## src/rtl/fetch_stage_pkg.sv

```systemverilog
// Shared encodings for the Riscv151 fetch stage: PC select codes, the bubble word and FSM states.
package fetch_stage_pkg;

   localparam logic [1:0]  PcselPlus4 = 2'd0;
   localparam logic [1:0]  PcselAlu   = 2'd1;
   localparam logic [31:0] InstNop    = 32'h0000_0013;

   typedef enum logic [1:0] {
      StBoot = 2'd0,
      StRun  = 2'd1,
      StHeld = 2'd2,
      StKill = 2'd3
   } fetch_state_e;

   // Codes 2 and 3 are reserved and fall through to sequential fetch.
   function automatic logic is_redirect(input logic [1:0] pc_sel);
      return pc_sel == PcselAlu;
   endfunction

endpackage

```

## src/rtl/fetch_pc_gen.sv

```systemverilog
// Next-PC selection and the fetch/decode/execute PC registers.
module fetch_pc_gen #(
   parameter logic [31:0] ResetPc = 32'h0000_2000
) (
   input  logic        clk_i,
   input  logic        rst_ni,
   input  logic        stall_i,
   input  logic        advance_i,
   input  logic        redirect_i,
   input  logic [31:0] alu_target_i,
   output logic [31:0] pc_f_o,
   output logic [31:0] pc_i_o,
   output logic [31:0] pc_x_o
);

   logic [31:0] pc_f_q, pc_f_d;
   logic [31:0] pc_i_q, pc_i_d;
   logic [31:0] pc_x_q, pc_x_d;

   always_comb begin
      pc_f_d = pc_f_q;
      if (!stall_i && redirect_i) begin
         pc_f_d = alu_target_i;
      end else if (advance_i) begin
         pc_f_d = pc_f_q + 32'd4;
      end
      pc_i_d = advance_i ? pc_f_q : pc_i_q;
      pc_x_d = stall_i ? pc_x_q : pc_i_q;
   end

   always_ff @(posedge clk_i or negedge rst_ni) begin
      if (!rst_ni) begin
         pc_f_q <= ResetPc;
         pc_i_q <= '0;
         pc_x_q <= '0;
      end else begin
         pc_f_q <= pc_f_d;
         pc_i_q <= pc_i_d;
         pc_x_q <= pc_x_d;
      end
   end

   assign pc_f_o = pc_f_q;
   assign pc_i_o = pc_i_q;
   assign pc_x_o = pc_x_q;

endmodule

```

## src/rtl/fetch_stage.sv

```systemverilog
// Stage I of the 3-stage pipeline: drives the ICache, inserts bubbles and holds the word on stalls.
module fetch_stage
   import fetch_stage_pkg::*;
#(
   parameter logic [31:0] ResetPc    = 32'h0000_2000,
   parameter logic [31:0] NopInst    = InstNop,
   parameter int unsigned KillCycles = 1
) (
   input  logic        clk_i,
   input  logic        rst_ni,
   input  logic [1:0]  pc_sel_i,
   input  logic [31:0] alu_target_i,
   input  logic        stall_i,
   output logic [31:0] icache_addr_o,
   output logic        icache_re_o,
   input  logic [31:0] icache_dout_i,
   input  logic        icache_stall_i,
   output logic [31:0] inst_o,
   output logic        inst_valid_o,
   output logic [31:0] pc_i_o,
   output logic [31:0] pc_x_o
);

   localparam logic [1:0] KillInit = 2'(KillCycles);

   fetch_state_e state_q;
   logic [31:0]  hold_q;
   logic [1:0]   kill_cnt_q;
   logic         redirect;
   logic         advance;
   logic [31:0]  pc_f;

   assign redirect = !stall_i && is_redirect(pc_sel_i);
   // A held word is already captured, so a not-ready ICache cannot block its release.
   assign advance  = !stall_i && ((state_q == StHeld) || !icache_stall_i);

   fetch_pc_gen #(
      .ResetPc(ResetPc)
   ) u_pc_gen (
      .clk_i       (clk_i),
      .rst_ni      (rst_ni),
      .stall_i     (stall_i),
      .advance_i   (advance),
      .redirect_i  (redirect),
      .alu_target_i(alu_target_i),
      .pc_f_o      (pc_f),
      .pc_i_o      (pc_i_o),
      .pc_x_o      (pc_x_o)
   );

   assign icache_addr_o = pc_f;
   assign icache_re_o   = !stall_i;

   always_comb begin
      inst_o       = NopInst;
      inst_valid_o = 1'b0;
      unique case (state_q)
         StBoot, StKill: begin
            inst_o       = NopInst;
            inst_valid_o = 1'b0;
         end
         StRun: begin
            inst_o       = icache_stall_i ? NopInst : icache_dout_i;
            inst_valid_o = !icache_stall_i;
         end
         StHeld: begin
            inst_o       = hold_q;
            inst_valid_o = 1'b1;
         end
         default: ;
      endcase
   end

   // A stall that lands while the ICache is still busy stays in RUN: nothing valid to capture,
   // and the outstanding word is picked up once the ICache delivers it.
   always_ff @(posedge clk_i or negedge rst_ni) begin
      if (!rst_ni) begin
         state_q    <= StBoot;
         hold_q     <= NopInst;
         kill_cnt_q <= '0;
      end else if (stall_i) begin
         if (state_q == StRun && !icache_stall_i) begin
            state_q <= StHeld;
            hold_q  <= icache_dout_i;
         end
      end else if (redirect) begin
         state_q    <= StKill;
         kill_cnt_q <= KillInit;
      end else begin
         unique case (state_q)
            StBoot: if (!icache_stall_i) state_q <= StRun;
            StRun:  ;
            StHeld: state_q <= StRun;
            StKill: begin
               if (!icache_stall_i) begin
                  kill_cnt_q <= kill_cnt_q - 2'd1;
                  if (kill_cnt_q <= 2'd1) state_q <= StRun;
               end
            end
            default: state_q <= StBoot;
         endcase
      end
   end

endmodule

```

## config.mk

```make
export PLATFORM = sky130hd
export DESIGN_NAME = fetch_stage
export DESIGN_NICKNAME = d
export VERILOG_FILES = /design/src/rtl/fetch_stage_pkg.sv /design/src/rtl/fetch_pc_gen.sv /design/src/rtl/fetch_stage.sv
export SDC_FILE = /design/constraint.sdc
export NUM_CORES = 1
export LEC_CHECK = 0
export ABC_AREA = 1
export BUFFER_PORTS_ARGS = -buffer_cell sky130_fd_sc_hd__buf_2
export CAP_MARGIN = 10
export CORE_MARGIN = 1.5
export CORE_UTILIZATION = 55
export CTS_CLUSTER_SIZE = 40
export DETAILED_ROUTE_END_ITERATION = 10
export GPL_TIMING_DRIVEN = 1
export PLACE_DENSITY = 0.95
export SLEW_MARGIN = 20
export SYNTH_ARGS = -nofsm -noshare
export SYNTH_HDL_FRONTEND = slang
export SYNTH_SLANG_ARGS = --single-unit
```

## constraint.sdc

```tcl
create_clock -name clk_i -period 3 [get_ports clk_i]
set_clock_uncertainty 0.05 [all_clocks]
set_input_delay 0.3 -clock clk_i [delete_from_list [all_inputs] [get_ports clk_i]]
set_output_delay 0.3 -clock clk_i [all_outputs]
set_load 0.02 [all_outputs]
```

==> results.json, run 1 <==
{
  "area_growth_pct": 25.0,
  "drt_iter0_markers": 592,
  "htree_levels": 4,
  "io_pins": 200,
  "end_kind": "primary output",
  "fin_crit_ps": 2840,
  "rsz0062_at_grt": "false",
  "ys_types": 33,
  "drv_slew": 0,
  "max_freq_mhz": 352,
  "p_per_area_nw_per_um2": 987,
  "layout_commonest_cell": "nand2_1",
  "cts.sinks": 132,
  "dieArea_sq_um": 12800,
  "startpoint_type": "flip-flop",
  "clock_latency_ps": 420,
  "cts_tree": "done",
  "die_h_um": 113,
  "final_layout_size_suffix_gt1_share_pct": 24.2,
  "ant_nets": 0,
  "yosys_warnings": 0,
  "first_pass_iters": 6,
  "hp-class": "in2reg",
  "grtUsageTotal_pct": 28.8,
  "regArea_sq_um": 3310,
  "path_clk_slew_ps": 50,
  "vdd.ir_drop.worst_uv": 513,
  "antenna_found_initial": 1,
  "multi_input_area_sq_um": 2910,
  "routed_via_density": 5.36,
  "max_cap_violations": 0,
  "worst_ep_arrival_time_ps": 2490,
  "tns_ps": 0,
  "place_congestion": 0.935,
  "p_total_mw": 8.26,
  "cts_buffer_depth": 2,
  "numPlacedInstances": 1209,
  "hold_viol_final": 0,
  "wl_per_cell_um": 14.8,
  "via_count": 6653,
  "fin_crit_sh_pct": 94.6,
  "final_cells": 1242,
  "slew_headroom_pct": 31.0,
  "grt_start_max_net_pins": 70,
  "cts_buffers": 17,
  "status": "finished clean",
  "start_util_pct": 56.0,
  "num_rows": 40,
  "setup_viol": 0,
  "gr-total-overflow": 0,
  "dpl.hpwl_um": 13100,
  "drc": 0,
  "coreArea_sq_um": 12000,
  "worstPathRequired_ps": 2650,
  "grt_pass1_wl_um": 29000,
  "drt-total-wl_um": 18400,
  "io_buffers": 199,
  "fillerInstances": 917,
  "layout_common_cells": "nand2_1, buf_2, dfrtp_1, inv_1, a21oi_1",
  "post_synth.cell_area_avg_sq_um": 7.50,
  "tightestPinTransition_ps": 1030,
  "synth_nets": 969,
  "fin_util_pct": 69.9,
  "critPathKind": "reg2out",
  "power_leakage_nw": 4.61,
  "final_nets": 1158,
  "grt_pass1_vias": 5996,
  "syn_area_sq_um": 6690,
  "path_max_fanout": 29,
  "n_antenna_cell": 0,
  "seq_area_frac_synth_pct": 49.4,
  "whs_ps": 18.7,
  "clockRootBuffer": "clkbuf_16",
  "ys_ff_latch": 132,
  "syn_inst": 893,
  "die_x_um": 113
}
-- cells in the mapped netlist --
cell type	instances	area, sq um
a21oi_1	37	185
a21oi_4	1	16.3
and2_1	1	6.26
buf_2	16	80.1
buf_4	3	22.5
buf_6	3	33.8
buf_8	1	15.0
clkbuf_1	13	48.8
clkinv_1	13	48.8
dfrtp_1	128	3200
dfstp_2	4	105
ha_1	6	75.1
inv_1	52	195
inv_2	5	18.8
inv_4	2	12.5
nand2_1	434	1630
nand2_2	4	25.0
nand2_4	5	56.3
nand3_1	36	180
nand4_1	1	6.26
nor2_1	35	131
nor2_2	3	18.8
nor2_4	4	45.0
nor2_8	3	60.1
nor3_1	2	10.0
o211ai_1	6	45.0
o21ai_0	33	165
o21ai_1	29	145
o21bai_1	2	15.0
o221ai_1	1	8.76
o31ai_1	1	7.51
xnor2_1	1	8.76
xor2_1	8	70.1
-- timing repair --
action,in CTS,in global routing
resized for setup,0,0
endpoints found under the setup margin,0,0
hold buffers,1,0
setup buffers,0,0
hold endpoints to repair,64,0
-- logic make-up (layout without fill, tap and decap cells) --
| family | after synthesis | after routing | share of synthesized area (%) |
|---|---|---|---|
| buf+inv | 108 | 310 | 7.10 |
| xor+xnor | 9 | 9 | 1.18 |
| compound gates | 110 | 110 | 8.79 |
| flops | 132 | 132 | 49.4 |
| fa+ha+maj | 6 | 6 | 1.12 |
| simple gates | 528 | 528 | 32.4 |
-- area by class of cell --
cell class	instances	area share, %
Timing Repair Buffer	206	12.8
Tap cell	147	2.20
Sequential cell	132	39.5
Multi-Input combinational cell	653	34.8
Inverter	72	3.29
Clock buffer	22	5.55
Clock inverter	10	1.85
-- flip-flops by register name, summed over array words and instances (netlist names) --
name             cells
hold_q              32
kill_cnt_q           2
state_q              2
u_pc_gen.pc_f_o     32
u_pc_gen.pc_i_o     32
u_pc_gen.pc_x_o     32
-- worst paths after layout --
| check | start | to | slack (ps) | cells past startpoint |
|---|---|---|---|---|
| setup reg to reg | state_q[0] | u_pc_gen.pc_f_o[7] | 1020 | 9 |
| max in group asynchronous | rst_ni | u_pc_gen.pc_f_o[23] | 1740 | 3 |
| hold reg to reg | hold_q[1] | hold_q[1] | 410 | 2 |
| setup / recovery | state_q[1] | inst_o[31] | 160 | 7 |
| hold / removal | alu_target_i[0] | u_pc_gen.pc_f_o[0] | 20 | 3 |
| min in group asynchronous | rst_ni | hold_q[26] | 400 | 2 |
-- power breakdown --
part | internal [mW] | switching [mW]
logic | 0.951 | 2.11
registers | 2.45 | 0.571
clock network | 1.43 | 0.746
-- routing by layer --
layer  vias to the layer above  GRT usage [%]  part of all wire [%]
met1                      3038           36.5                    39
met5                         -              0                 0.060
met3                        53           6.48                   9.6
met2                       404           47.0                    48
li1                       3156              -                     -
met4                         2           14.2                   3.2
-- worst max-delay path, cell delays in order (launching register included) --
cell and delay, ps:
dfrtp_1 410, inv_1 90, ha_1 210, nand2_1 110
inv_1 640, nand2_1 110, a21oi_1 250, buf_2 220
-- per-stage QoR --
stage	cell area, sq um	worst slack (ps)
finish	8370	162
floorplan	6690	1140
CTS	8370	177
detailed placement	7740	630
global placement	7740	717
global route	8370	32.7
(Power assumes the default switching activity.)
==> run 2: changes to the inputs <==
--- a/config.mk
+++ b/config.mk
@@ -9,4 +9,5 @@
 export BUFFER_PORTS_ARGS = -buffer_cell sky130_fd_sc_hd__buf_2
 export CAP_MARGIN = 10
+export CORE_ASPECT_RATIO = 0.5
 export CORE_MARGIN = 1.5
 export CORE_UTILIZATION = 55
--- a/constraint.sdc
+++ b/constraint.sdc
@@ -3,3 +3,3 @@
 set_input_delay 0.3 -clock clk_i [delete_from_list [all_inputs] [get_ports clk_i]]
 set_output_delay 0.3 -clock clk_i [all_outputs]
-set_load 0.02 [all_outputs]
+set_load 0.005 [all_outputs]
==> run 2 against run 1 <==
Via count increased by 2.0%. Utilization increased by 0.33 points. Register-to-register slack got worse by 160 ps. Sequential share of layout area increased by 0.21 points. Combinational power decreased by 21%. First-iteration DRC count increased by 33%. Total power decreased by 10%. Global-route usage increased by 1.2 points. Final cell count increased by 1.3%. Critical endpoint is now inst_o[6]. Highest routed layer is now met4.
==> results.json, run 2 (synthesis results as in run 1) <==
{
  "fillerInstances": 890,
  "p_int_mw": 4.65,
  "max_freq_mhz": 370,
  "postLayoutCellArea_sq_um": 8320,
  "fin_crit_sh_pct": 90.1,
  "io_pins": 200,
  "tightestPinTransition_ps": 879,
  "hold_depth": 3,
  "hp-class": "in2reg",
  "cts_buffers": 17,
  "cts_resized": 0,
  "vdd.ir_drop.worst_uv": 366,
  "antenna_found_initial": 0,
  "ant_nets": 0,
  "status": "finished clean",
  "wl_per_cell_um": 15.2,
  "power_leakage_nw": 4.58,
  "crit_family": "buffers and inverters",
  "slew_headroom_pct": 41.4,
  "hold_viol_final": 0,
  "p_comb_share_pct": 32.9,
  "area_growth_pct": 24.3,
  "worst_ep_arrival_time_ps": 2350,
  "layout_commonest_cell": "nand2_1",
  "path_max_fanout": 29,
  "num_rows": 28,
  "coreArea_sq_um": 11800,
  "grt_pass1_wl_um": 30500,
  "clockRootBuffer": "clkbuf_16",
  "critical_path.max_stage_delay_ps": 660,
  "critPathSlowestCell": "inv_1",
  "io_buffers": 199,
  "path_clk_slew_ps": 60,
  "tns_ps": 0,
  "die_h_um": 81.0,
  "gr-total-overflow": 0,
  "switching_share_pct": 37.2,
  "p_clk_share_pct": 26.4,
  "final_layout_size_suffix_gt1_share_pct": 24.0,
  "max_cap_violations": 0,
  "startpoint_type": "flip-flop",
  "p_per_area_nw_per_um2": 889,
  "place_congestion": 0.899,
  "n_antenna_cell": 0,
  "drt_iter0_markers": 785,
  "die_x_um": 159,
  "drc": 0,
  "dieArea_sq_um": 12900,
  "routed_via_density": 5.39,
  "drt-total-wl_um": 19100,
  "final_nets": 1159,
  "cts_setup_buffers": 0,
  "clock_latency_ps": 410,
  "start_util_pct": 56.5,
  "layout_common_cells": "nand2_1, buf_2, dfrtp_1, inv_1, a21oi_1",
  "htree_levels": 4,
  "cts_buffer_depth": 2,
  "r2r_cells": 9,
  "cts_hold_buf": 1,
  "worstPathRequired_ps": 2650,
  "cts.sinks": 132,
  "grt_pass1_vias": 6199,
  "cts_tree": "done",
  "drv_slew": 0,
  "dpl-instance-area_sq_um": 7760,
  "grt_start_max_net_pins": 57,
  "rsz0062_at_grt": "false",
  "end_kind": "primary output",
  "dpl.hpwl_um": 13200,
  "via_count": 6786,
  "p_seq_share_pct": 40.7,
  "path_cells": "inv_1 -> ha_1 -> nand2_1 -> inv_1 -> nand2_1 -> a21oi_1 -> buf_2",
  "first_pass_iters": 6,
  "grtUsageTotal_pct": 30.0,
  "crit_buf_inv": 3,
  "critPathKind": "reg2out",
  "fin_crit_ps": 2700,
  "setup_viol": 0,
  "power_switching_mw": 2.75,
  "cp.depth": 7
}
## run 2: cell types whose count changed in the layout (fill, tap and decap cells not counted), sizes merged
| cell | change |
|---|---|
| bufinv | -2 |
| clkinvlp | -2 |
| clkbuf | +1 |
| buf | +1 |
## run 2: power groups by stage
stage / Sequential, mW / Clock, mW / Combinational, mW
floorplan: 2.93 / 0 / 1.34
global placement: 2.97 / 0 / 2.27
detailed placement: 3.00 / 0 / 2.39
CTS: 2.98 / 1.98 / 2.42
global route: 3.07 / 2.05 / 2.73
finish: 3.01 / 1.95 / 2.43
## run 2: final cells by class
class	count	area [sq um]	share of cell area (%)
inverter	72	275	3.31
multi-input combinational	653	2910	35.0
clock buffer	23	468	5.62
clock inverter	6	80.1	0.962
sequential	132	3310	39.8
tap	165	206	2.48
timing repair buffer	207	1070	12.9
## run 2: path summary, 6_finish.rpt
path,start,end,slack [ps]
min in group asynchronous,rst_ni,u_pc_gen.pc_f_o[5],460
hold reg to reg,hold_q[0],hold_q[0],410
setup reg to reg,state_q[0],u_pc_gen.pc_f_o[8],860
setup / recovery,state_q[1],inst_o[6],300
max in group asynchronous,rst_ni,u_pc_gen.pc_f_o[13],1510
hold / removal,icache_dout_i[0],hold_q[0],50
## run 2: tightest hold or removal path, stage by stage
cell	delay (ps)
buf_2	100
nand2_1	50
nand2_1	50
## run 2: per-stage QoR
stage / cells / power (mW) / hold slack [ps] / worst slack, ps / utilization (%)
after floorplan: 893 / 4.27 / -45.6 / 1350 / -
after global placement: 1228 / 5.23 / 348 / 980 / 65.6
after detailed placement: 1228 / 5.39 / 358 / 768 / 65.6
after CTS: 1258 / 7.38 / 34.2 / 323 / 70.3
after global routing: 1258 / 7.85 / 37.7 / 68.6 / 70.3
final: 1258 / 7.39 / 46.9 / 297 / 70.3
## run 2: layer usage
layer	wire length (um)	GRT usage [%]
met1	7970	40.4
met2	9100	49.3
met3	1650	4.85
met4	433	12.5
met5	0	0
==> run 3: changes to the inputs <==
Settings changed: REMOVE_ABC_BUFFERS set to 1.
==> run 3 against run 2 <==
Wire length fell by 4.3%. Clock power rose by 4%. Sequential power barely moved. Hold slack improved by 4.9 ps. Total power barely moved. Critical path depth did not move. First-iteration DRC count fell by 6.0%. Largest cell class unchanged. Largest power group unchanged.
==> results.json, run 3 (synthesis results as in run 1) <==
{
  "end_kind": "primary output",
  "drc": 0,
  "max_cap_violations": 0,
  "critPathLaunch": "state_q[1]",
  "antenna_found_initial": 0,
  "r2r-start": "state_q[0]",
  "p_comb_share_pct": 32.1,
  "gr-total-overflow": 0,
  "grt_pass1_vias": 6144,
  "htree_levels": 4,
  "dpl.hpwl_um": 12700,
  "start_util_pct": 56.5,
  "via_count": 6705,
  "wl_per_cell_um": 14.5,
  "grtUsageTotal_pct": 28.7,
  "drt_iter0_markers": 738,
  "layout_commonest_cell": "nand2_1",
  "crit-reg2reg-capture": "u_pc_gen.pc_f_o[2]",
  "max_freq_mhz": 380,
  "path_max_fanout": 29,
  "clockRootBuffer": "clkbuf_16",
  "rsz0062_at_grt": "false",
  "startpoint_type": "flip-flop",
  "regArea_sq_um": 3310,
  "cts_tree": "done",
  "die_h_um": 81.0,
  "cts_buffers": 17,
  "ant_nets": 0,
  "power_switching_mw": 2.72,
  "hp-class": "in2reg",
  "worst_ep_arrival_time_ps": 2280,
  "hold_viol_final": 0,
  "grt_start_max_net_pins": 86,
  "io_buffers": 199,
  "p_clk_share_pct": 27.4,
  "p_per_area_nw_per_um2": 886,
  "setup_viol": 0,
  "multi_input_area_sq_um": 2910,
  "critPathKind": "reg2out",
  "p_seq_share_pct": 40.5,
  "fillerInstances": 894,
  "die_x_um": 159,
  "switching_share_pct": 36.8,
  "first_pass_iters": 6,
  "final_layout_size_suffix_gt1_share_pct": 24.3,
  "status": "finished clean",
  "io_pins": 200,
  "slew_headroom_pct": 42.8,
  "hp-start": "icache_dout_i[20]",
  "r2r_cells": 9,
  "dieArea_sq_um": 12900,
  "fin_crit_sh_pct": 87.7,
  "tightestPinTransition_ps": 857,
  "vdd.ir_drop.worst_uv": 372,
  "routed_via_density": 5.32,
  "cts_buffer_depth": 2,
  "num_rows": 28,
  "n_antenna_cell": 0,
  "drt-total-wl_um": 18300,
  "coreArea_sq_um": 11800,
  "area_growth_pct": 24.7,
  "crit_end": "inst_o[19]",
  "grt_pass1_wl_um": 29400,
  "clock_latency_ps": 420,
  "cts_setup_buffers": 0,
  "path_clk_slew_ps": 60,
  "cts_resized": 0,
  "place_congestion": 0.929,
  "p_int_mw": 4.68,
  "layout_common_cells": "nand2_1, buf_2, dfrtp_1, inv_1, a21oi_1",
  "cts_hold_buf": 1,
  "power_leakage_nw": 4.59,
  "drv_slew": 0,
  "cts.sinks": 132,
  "r2r_slack_ps": 880,
  "worstPathRequired_ps": 2650,
  "whs_ps": 51.8,
  "fin_util_pct": 70.5,
  "final_nets": 1158,
  "fin_crit_ps": 2630,
  "tns_ps": 0
}
## run 3: cell types whose count changed in the layout (fill, tap and decap cells not counted), sizes merged
| cell | delta |
|---|---|
| clkinvlp | +2 |
| clkinv | +2 |
| buf | -1 |
| clkbuf | -1 |
## run 3: worst min-delay path by stage
stage,slack [ps],depth (start not counted),end
floorplan,-50,0,hold_q[10]
finish,50,3,hold_q[20]
detailed placement,350,1,u_pc_gen.pc_x_o[5]
CTS,40,3,hold_q[7]
global route,50,3,u_pc_gen.pc_f_o[2]
global placement,350,1,u_pc_gen.pc_x_o[5]
## run 3: through the flow
step / area (sq um) / setup WS [ps] / cells / total power, mW
floorplan: 6490 / 547 / 857 / 4.19
CTS: 8350 / 358 / 1260 / 7.41
global placement: 7760 / 846 / 1227 / 5.21
global route: 8350 / 106 / 1260 / 7.89
detailed placement: 7760 / 782 / 1227 / 5.35
finish: 8350 / 368 / 1260 / 7.40
## run 3: worst max-delay path, cell delays in order (launching register included)
cell and delay (ps):
dfrtp_1 410, inv_1 100, ha_1 200, nand2_1 110, inv_1 640, nand2_1 120, a21oi_1 160, buf_2 130
## run 3: layout make-up
type                       instances  area share [%]
sequential                       132            39.6
multi-input combinational        653            34.9
timing repair buffer             206            12.8
clock buffer                      22            5.68
inverter                          72            3.30
tap                              165            2.47
clock inverter                    10            1.26
## run 3: power by group through the flow
stage	clock, mW	sequential, mW	combinational, mW
after global placement	0	2.96	2.25
final	2.03	3.00	2.38
after CTS	2.05	2.97	2.39
after global routing	2.14	3.07	2.68
after floorplan	0	2.93	1.26
after detailed placement	0	2.99	2.37
## run 3: layer usage
layer	vias to the layer above	GRT usage, %	part of all wire, %
li1	3157	-	-
met1	3103	36.2	43
met2	372	47.9	46
met3	73	6.08	8.0
met4	0	14.6	3.5
met5	-	0	0
